`config.mk`:
```
export PLATFORM = sky130hd
export DESIGN_NAME = clk_div_ctrl_flat
export DESIGN_NICKNAME = d
export VERILOG_FILES = /design/src/rtl/clk_div_ctrl_if.sv /design/src/rtl/clk_div_ctrl.sv /design/src/flat_wrapper.sv
export SDC_FILE = /design/constraint.sdc
export NUM_CORES = 1
export LEC_CHECK = 0
export BUFFER_PORTS_ARGS = -buffer_cell sky130_fd_sc_hd__buf_2
export CAP_MARGIN = 20
export CELL_PAD_IN_SITES_DETAIL_PLACEMENT = 1
export CELL_PAD_IN_SITES_GLOBAL_PLACEMENT = 1
export CORE_UTILIZATION = 40
export DETAILED_ROUTE_END_ITERATION = 8
export GPL_TIMING_DRIVEN = 0
export PLACE_DENSITY_LB_ADDON = 0.1
export RECOVER_POWER = 100
export SYNTH_ARGS = -nofsm -noshare
export SYNTH_HDL_FRONTEND = slang
export SYNTH_SLANG_ARGS = --single-unit
```
`constraint.sdc`:
```
create_clock -name sys_clk -period 3.7 [get_ports sys_clk]
set_input_delay 0.74 -clock sys_clk [delete_from_list [all_inputs] [get_ports sys_clk]]
set_output_delay 0.74 -clock sys_clk [all_outputs]
set_load 0.005 [all_outputs]
```
`src/rtl/clk_div_ctrl_if.sv`:
```
// Divide-ratio update request channel between a requester and clk_div_ctrl.
// The requester holds cfg_valid and its data stable until cfg_ready is seen.
interface clk_div_ctrl_if;
  logic       cfg_valid;
  logic       cfg_sel;
  logic [4:0] cfg_div;
  logic       cfg_ready;

  modport master (output cfg_valid, output cfg_sel, output cfg_div, input cfg_ready);
  modport slave  (input cfg_valid, input cfg_sel, input cfg_div, output cfg_ready);
endinterface

```
`src/rtl/clk_div_ctrl.sv`:
```
// Sequencer that reprograms the two Clock_Divider ratios glitch-free:
// hold divider in reset, load ratio, release, settle, acknowledge.
//
// state     | meaning
// ST_POR    | post-reset hold of the divider for RST_CYCLES cycles
// ST_IDLE   | accepting requests; divider running
// ST_HOLD   | divider held in reset; new ratio loaded on first edge
// ST_SETTLE | divider released, waiting SETTLE_CYCLES before ack
// ST_ACK    | one-cycle done pulse
module clk_div_ctrl #(
  parameter logic [4:0] DIV1_INIT     = 5'd1,
  parameter logic [4:0] DIV2_INIT     = 5'd2,
  parameter int         RST_CYCLES    = 4,
  parameter int         SETTLE_CYCLES = 8
) (
  input  logic           sys_clk,
  input  logic           sys_rst,
  clk_div_ctrl_if.slave  cfg,
  output logic [4:0]     div1,
  output logic [4:0]     div2,
  output logic           div_rst,
  output logic           busy,
  output logic           done,
  output logic           err
);

  localparam logic [7:0] RST_LD    = 8'(RST_CYCLES - 1);
  localparam logic [7:0] SETTLE_LD = 8'(SETTLE_CYCLES - 1);

  typedef enum logic [2:0] {
    ST_POR,
    ST_IDLE,
    ST_HOLD,
    ST_SETTLE,
    ST_ACK
  } state_t;

  state_t     state_q, state_d;
  logic [7:0] cnt_q, cnt_d;
  logic       sel_q, sel_d;
  logic [4:0] val_q, val_d;
  logic [4:0] div1_q, div1_d;
  logic [4:0] div2_q, div2_d;
  logic       done_q, done_d;
  logic       err_q, err_d;
  logic [4:0] cur_div;

  assign cur_div = cfg.cfg_sel ? div2_q : div1_q;

  always_comb begin
    state_d = state_q;
    cnt_d   = cnt_q;
    sel_d   = sel_q;
    val_d   = val_q;
    div1_d  = div1_q;
    div2_d  = div2_q;
    done_d  = 1'b0;
    err_d   = 1'b0;
    case (state_q)
      ST_POR: begin
        if (cnt_q == 8'd0) state_d = ST_IDLE;
        else               cnt_d   = cnt_q - 8'd1;
      end
      ST_IDLE: begin
        if (cfg.cfg_valid) begin
          if (cfg.cfg_div == 5'd0) begin
            err_d = 1'b1;
          end else if (cfg.cfg_div == cur_div) begin
            done_d = 1'b1;
          end else begin
            state_d = ST_HOLD;
            cnt_d   = RST_LD;
            sel_d   = cfg.cfg_sel;
            val_d   = cfg.cfg_div;
          end
        end
      end
      ST_HOLD: begin
        // RST_CYCLES >= 2, so cnt_q only equals RST_LD on the first HOLD edge
        if (cnt_q == RST_LD) begin
          if (sel_q) div2_d = val_q;
          else       div1_d = val_q;
        end
        if (cnt_q == 8'd0) begin
          state_d = ST_SETTLE;
          cnt_d   = SETTLE_LD;
        end else begin
          cnt_d = cnt_q - 8'd1;
        end
      end
      ST_SETTLE: begin
        if (cnt_q == 8'd0) begin
          state_d = ST_ACK;
          done_d  = 1'b1;
        end else begin
          cnt_d = cnt_q - 8'd1;
        end
      end
      ST_ACK:  state_d = ST_IDLE;
      default: state_d = ST_POR;
    endcase
  end

  always_ff @(posedge sys_clk) begin
    if (sys_rst) begin
      state_q <= ST_POR;
      cnt_q   <= RST_LD;
      sel_q   <= 1'b0;
      val_q   <= 5'd0;
      div1_q  <= DIV1_INIT;
      div2_q  <= DIV2_INIT;
      done_q  <= 1'b0;
      err_q   <= 1'b0;
    end else begin
      state_q <= state_d;
      cnt_q   <= cnt_d;
      sel_q   <= sel_d;
      val_q   <= val_d;
      div1_q  <= div1_d;
      div2_q  <= div2_d;
      done_q  <= done_d;
      err_q   <= err_d;
    end
  end

  assign cfg.cfg_ready = (state_q == ST_IDLE);
  assign div_rst       = (state_q == ST_POR) || (state_q == ST_HOLD);
  assign busy          = (state_q != ST_IDLE);
  assign div1          = div1_q;
  assign div2          = div2_q;
  assign done          = done_q;
  assign err           = err_q;

endmodule

```
`src/flat_wrapper.sv`:
```
// flat-port wrapper written by rule: the top's interface ports become plain ports
module clk_div_ctrl_flat 
#(
  parameter logic [4:0] DIV1_INIT     = 5'd1,
  parameter logic [4:0] DIV2_INIT     = 5'd2,
  parameter int         RST_CYCLES    = 4,
  parameter int         SETTLE_CYCLES = 8
)
  (sys_clk, sys_rst, div1, div2, div_rst, busy, done, err, cfg_cfg_valid, cfg_cfg_sel, cfg_cfg_div, cfg_cfg_ready);
  clk_div_ctrl_if cfg_i ();
  input  logic sys_clk;
  input  logic sys_rst;
  output logic [4:0] div1;
  output logic [4:0] div2;
  output logic div_rst;
  output logic busy;
  output logic done;
  output logic err;
  input wire logic [$bits(cfg_i.cfg_valid)-1:0] cfg_cfg_valid;
  input wire logic [$bits(cfg_i.cfg_sel)-1:0] cfg_cfg_sel;
  input wire logic [$bits(cfg_i.cfg_div)-1:0] cfg_cfg_div;
  output wire logic [$bits(cfg_i.cfg_ready)-1:0] cfg_cfg_ready;
  assign cfg_i.cfg_valid = cfg_cfg_valid;
  assign cfg_i.cfg_sel = cfg_cfg_sel;
  assign cfg_i.cfg_div = cfg_cfg_div;
  assign cfg_cfg_ready = cfg_i.cfg_ready;
  clk_div_ctrl #(.DIV1_INIT(DIV1_INIT), .DIV2_INIT(DIV2_INIT), .RST_CYCLES(RST_CYCLES), .SETTLE_CYCLES(SETTLE_CYCLES)) u_core (.sys_clk(sys_clk), .sys_rst(sys_rst), .cfg(cfg_i), .div1(div1), .div2(div2), .div_rst(div_rst), .busy(busy), .done(done), .err(err));
endmodule
```
== Yosys cells after proc, flatten, opt, wreduce, memory -nomap -nowiden ==
Cells that the tools add are included.
Storage, ports and cells
  register bits after elaboration: 29
  bits in latches: 0
  bits in writable memories: 0
  bits in read-only memories: 0
  bits of input ports: 9
  output and inout bits: 15
  logic and storage cells: 60
  memories kept: 0
Cells by class
  add/subtract/negate cells: 1
  $mul: 0
  div/mod/pow operators: 0
  order comparisons: 0
  equal/unequal tests: 14
  shift-type cells: 0
  muxes and demuxes: 20
  bitwise logic cells: 5
  reduce and logical (&&, ||, !) cells: 12
Operators with widths (number)
  8-bit 2-to-1 mux: 5
  8-bit one-hot mux with 3 select lines: 1
  3-bit 2-to-1 mux: 6
  3-bit one-hot mux with 5 select lines: 1
  8-bit by 2-bit == test with 1-bit output, second input constant: 1
  8-bit zero test: 1
  2-bit inequality test, second input constant: 4
  8-bit by 1-bit subtractor with 8-bit output, second input constant: 1
  3-bit by 2-bit == test with 1-bit output, second input constant: 2
  2-bit by 1-bit inequality test with 1-bit output, second input constant: 3
  3-bit AND reduction: 2
  6-bit AND reduction: 1
  5-bit == test: 1
  5-bit zero test: 1
  1-bit 2-to-1 mux: 5
  5-bit 2-to-1 mux: 1
  1-bit inverter: 5
  5-bit AND reduction: 1
  4-bit AND reduction: 1
  3-bit by 1-bit == test with 1-bit output, second input constant: 1
  3-bit == test, second input constant: 1
  3-bit zero test: 1
  3-bit by 1-bit inequality test with 1-bit output, second input constant: 1
  3-bit nonzero test: 1
  4 further kinds: 4

== Logic depth before layout (Yosys ltp) ==
  word-level depth: 6
  mapped depth: 8
  depth with buffers taken out: 8

== Worst setup path after synthesis ==
OpenSTA, ideal clock, no wires.
  path type: input-to-reg
  start point: input cfg_cfg_sel
  end point: register u_core.sel_q
  library setup time: 128 ps
  data arrival time: 2032 ps
  data required time: 3572 ps
  setup slack: 1540 ps
  stages on the path: 7
  cell sequence: buf_4 mux2i_1 xnor2_1 nor3_4 a211oi_4 mux2i_1 nor2_1
Between the ends
  longest elaborated chain between the ends: 4
Ends and longest elaborated chain
  from (decl): RTL line flat_wrapper.sv:20  | input wire logic [$bits(cfg_i.cfg_sel)-1:0] cfg_cfg_sel;
  5-bit 2-to-1 mux: RTL line clk_div_ctrl.sv:48  | assign cur_div = cfg.cfg_sel ? div2_q : div1_q;
  5-bit == test: RTL line clk_div_ctrl.sv:68  | end else if (cfg.cfg_div == cur_div) begin
  1-bit inverter (no source line)
  4-bit AND reduction (no source line)
  to (signal assigned): RTL line clk_div_ctrl.sv:117  | sel_q <= sel_d;
  to (decl): RTL line clk_div_ctrl.sv:40  | logic sel_q, sel_d;
Several ways; a longest one is shown, not always the timed one.
A chain may end at the register's enable or synchronous reset.

== Worst setup path after layout ==
  start point: register u_core.cnt_q[0]
  end point: register u_core.cnt_q[4]
Between the ends
  longest elaborated chain between the ends: 3
  elaborated cells on any way between the ends: 7
  classes of those cells: add/sub (1); eq/ne (1); mux (3); reduce/logical (2)
Ends and longest elaborated chain
  from (decl): RTL line clk_div_ctrl.sv:39  | logic [7:0] cnt_q, cnt_d;
  from (signal assigned): RTL line clk_div_ctrl.sv:116  | cnt_q <= cnt_d;
  8-bit by 1-bit subtractor with 8-bit output or 8-bit zero test (tied branches)
  8-bit 2-to-1 mux, or another cell as far along: RTL line clk_div_ctrl.sv:61, clk_div_ctrl.sv:92
  8-bit one-hot mux with 3 select lines or 5-bit AND reduction (tied branches)
Several ways; a longest one is shown, not always the timed one. The select of a mux whose other input is x is not followed.

==> reports/qor.log <==
qor: logic_synthesis.ys_async_sr_fraction 0%
qor: flow_run.drv.max_cap_violation_count 0
qor: placement.placed_area 1620 µm²
qor: cells_and_area.antenna_cells 0
qor: clock_network.hold_buffers 0
qor: timing.fin_crit_sh 71.6%
qor: routing.route.vias.total 1292
qor: timing.finalSetupViolations 0
qor: run_status.outcome complete, no violations
qor: routing.drcViolationCount 0
qor: logic_synthesis.synth_cell_types 40
qor: logic_synthesis.mappedNetlistArea 1460 µm²
qor: timing.min_period 2650 ps
qor: logic_synthesis.synth_edf_count 0
qor: cells_and_area.finish.net_count 202
qor: grt.grt_max_degree 11
qor: cells_and_area.final_common_cell sky130_fd_sc_hd__dfxtp_1
qor: routing.drt_pass1_iterations 4
qor: critical_path.worst_setup_path_end_kind flip-flop
qor: clock_network.post_cts.repair.setup_buffers 0
qor: logic_synthesis.total_nets_after_synthesis 174
qor: grt.first_pass_grt_wire_length 6.44 mm
qor: timing.unrepaired_setup_endpoints_after_global_routing false
qor: critical_path.cp_data_arrival_time 2890 ps
qor: cells_and_area.drive_gt1_share 13.5%
qor: grt.number_of_antenna_violations_at_the_first_check_in_global_routing 0
qor: clock_network.cts_root_buf sky130_fd_sc_hd__clkbuf_4
qor: clock_network.number_of_clock_sinks_seen_by_cts 29
qor: placement.dp.final_hpwl 2.72 mm
qor: timing.holdWs 489 ps
qor: floorplan.fp.dieW 62.4 µm
qor: clock_network.post_cts_sizing 0
qor: grt.grt-busiest-layer met2
qor: critical_path.reg2reg_slack 1050 ps
qor: floorplan.number_of_top_level_pins 24
qor: routing.detail_route.wl_per_cell 15.8 µm
qor: grt.met2_usage 36.3%
qor: timing.tns 0 ps
qor: power.total_leakage_power 0.000673 µW
qor: clock_network.cts-buffers-inserted 5
qor: power.worst_ir_drop_vdd 218 µV
qor: power.pwr_density_cell 556 nW/µm²
qor: critical_path.cp_class reg2reg
qor: routing.dr.first_iter.drc_count 56
qor: logic_synthesis.synthCells 163
qor: cells_and_area.layout_common_cells sky130_fd_sc_hd__dfxtp_1, sky130_fd_sc_hd__nor2_1, sky130_fd_sc_hd__mux2i_1
qor: routing.ant_nets 0
qor: logic_synthesis.yosys_warnings 0
qor: clock_network.cts.clk_slew.worst_paths 100 ps
qor: logic_synthesis.synth-seq-cells 29
qor: grt.grtUsageTotal 21.2%
qor: timing.fmax 377 MHz
qor: cells_and_area.design_area 1640 µm²
qor: clock_network.cts_htree_levels 2
qor: placement.place.port_buffers 21
qor: timing.worst_clock_skew 10.1 ps
qor: timing.timing.slew.headroom 11.5%
qor: critical_path.critical_path_peak_fanout 9
qor: clock_network.cts_tree yes
qor: clock_network.max_buffers_root_to_sink 2
qor: floorplan.start_util 42.7%
qor: timing.tightest_slew 1320 ps
qor: grt.grt_util_met1 25.8%
qor: critical_path.cp_data_required_time 3940 ps
qor: routing.route.final.wire_length 3.76 mm
qor: floorplan.fp.coreArea 3420 µm²
qor: grt.grt_overflow_total 0
qor: logic_synthesis.per_instance_average_area_after_synthesis 8.94 µm²
qor: cells_and_area.layout-area-overhead-vs-synth 12.6%
qor: floorplan.die_area 3890 µm²
qor: timing.fin_hold_viols 0
qor: critical_path.cp-start-kind flip-flop
qor: logic_synthesis.synthFlopType sky130_fd_sc_hd__dfxtp_1
qor: grt.grt_pass1_vias 1330
qor: floorplan.rows 21
qor: routing.vias_per_cell 5.43
qor: cells_and_area.fillCellCount 436
qor: placement.place.gp.congestion 0.734
qor: grt.grt_util_met3 5.15%
qor: floorplan.die_h 62.4 µm
qor: hold_path.worstHoldPathType reg2reg
qor: timing.slew_violations 0
qor: clock_network.worst_skew_pair.late_latency 330 ps
qor: logic_synthesis.synth_seq_area_share 39.8%
==> path summary, 6_finish.rpt <==
kind,startpoint,endpoint,cells after the start
worst max-delay path,u_core.cnt_q[0]$_SDFFE_PP1P_,u_core.cnt_q[4]$_SDFFE_PP0P_,7
worst max register to register,u_core.cnt_q[0]$_SDFFE_PP1P_,u_core.cnt_q[4]$_SDFFE_PP0P_,7
worst min register to register,u_core.val_q[3]$_SDFFE_PP0P_,u_core.div1[3]$_SDFFE_PP0P_,2
worst min-delay path,u_core.val_q[3]$_SDFFE_PP0P_,u_core.div1[3]$_SDFFE_PP0P_,2
==> per-stage QoR <==
| stage | setup slack [ps] | power (µW) | std cells | utilization [%] |
|---|---|---|---|---|
| after floorplan | 1540 | 583 | 163 | - |
| after global placement | 1280 | 649 | 230 | 47.4 |
| after detailed placement | 1280 | 659 | 230 | 47.4 |
| after CTS | 1520 | 939 | 238 | 49.9 |
| after global routing | 818 | 972 | 238 | 48.1 |
| final | 1050 | 912 | 238 | 48.1 |
==> final cells by class <==
| type | count | area [µm²] | share of cell area (%) |
|---|---|---|---|
| multi-input cells | 119 | 761 | 46.3 |
| flip-flops and latches | 29 | 581 | 35.4 |
| repair buffers | 21 | 96.3 | 5.87 |
| well taps | 46 | 57.6 | 3.51 |
| clock buffers | 7 | 55.1 | 3.35 |
| plain buffers | 7 | 31.3 | 1.91 |
| clock inverters | 1 | 30.0 | 1.83 |
| inverters | 8 | 30.0 | 1.83 |
==> kinds of logic after synthesis <==
group                      synth area share, %
adders and majority gates                 1.72
DFF                                       39.8
buffers and inverters                     4.38
muxes                                     10.3
AOI/OAI and AO/OA                         19.4
xor gates and xnor gates                  3.61
and+or+nand+nor                           20.8
==> cell usage after synthesis (2+ instances only) <==
master | instances | share of area [%]
sky130_fd_sc_hd__o21ai_0 | 8 | 2.7
sky130_fd_sc_hd__ha_1 | 2 | 1.7
sky130_fd_sc_hd__dfxtp_1 | 29 | 40
sky130_fd_sc_hd__a311oi_1 | 4 | 2.4
sky130_fd_sc_hd__or3_1 | 3 | 1.3
sky130_fd_sc_hd__nand2b_1 | 3 | 1.3
sky130_fd_sc_hd__nor4b_1 | 2 | 1.2
sky130_fd_sc_hd__nor2_1 | 24 | 6.2
sky130_fd_sc_hd__buf_2 | 3 | 1.0
sky130_fd_sc_hd__a211oi_1 | 2 | 1.0
sky130_fd_sc_hd__a21oi_1 | 12 | 4.1
sky130_fd_sc_hd__xnor2_1 | 6 | 3.6
sky130_fd_sc_hd__clkbuf_1 | 3 | 0.77
sky130_fd_sc_hd__mux2i_1 | 15 | 10
sky130_fd_sc_hd__a31oi_1 | 3 | 1.3
sky130_fd_sc_hd__nor3_1 | 3 | 1.0
sky130_fd_sc_hd__inv_1 | 8 | 2.1
sky130_fd_sc_hd__nand2_1 | 11 | 2.8
==> metal layers <==
layer | vias up | wire length, µm
met5 | - | 0
li1 | 641 | -
met2 | 24 | 1910
met3 | 2 | 118
met4 | 0 | 18
met1 | 625 | 1710
==> sequential cells by signal (all words and copies together), names as in the netlist <==
register,count
u_core.state_q,3
u_core.cnt_q,8
u_core.div1,5
u_core.div2,5
u_core.val_q,5
u_core.sel_q,1
u_core.done,1
u_core.err,1
==> where the power goes <==
group	switching, µW	internal [µW]
clock	117	161
combinational	160	97.3
sequential	30.7	346
==> worst max-delay path, stage by stage, from the launching register on <==
cell and delay (ps):
sky130_fd_sc_hd__dfxtp_1 350, sky130_fd_sc_hd__inv_1 80, sky130_fd_sc_hd__ha_1 210, sky130_fd_sc_hd__or4b_1 480
sky130_fd_sc_hd__nor4_1 630, sky130_fd_sc_hd__a221o_2 280, sky130_fd_sc_hd__a31oi_1 150, sky130_fd_sc_hd__a311oi_1 380
(Power assumes the default switching activity.)
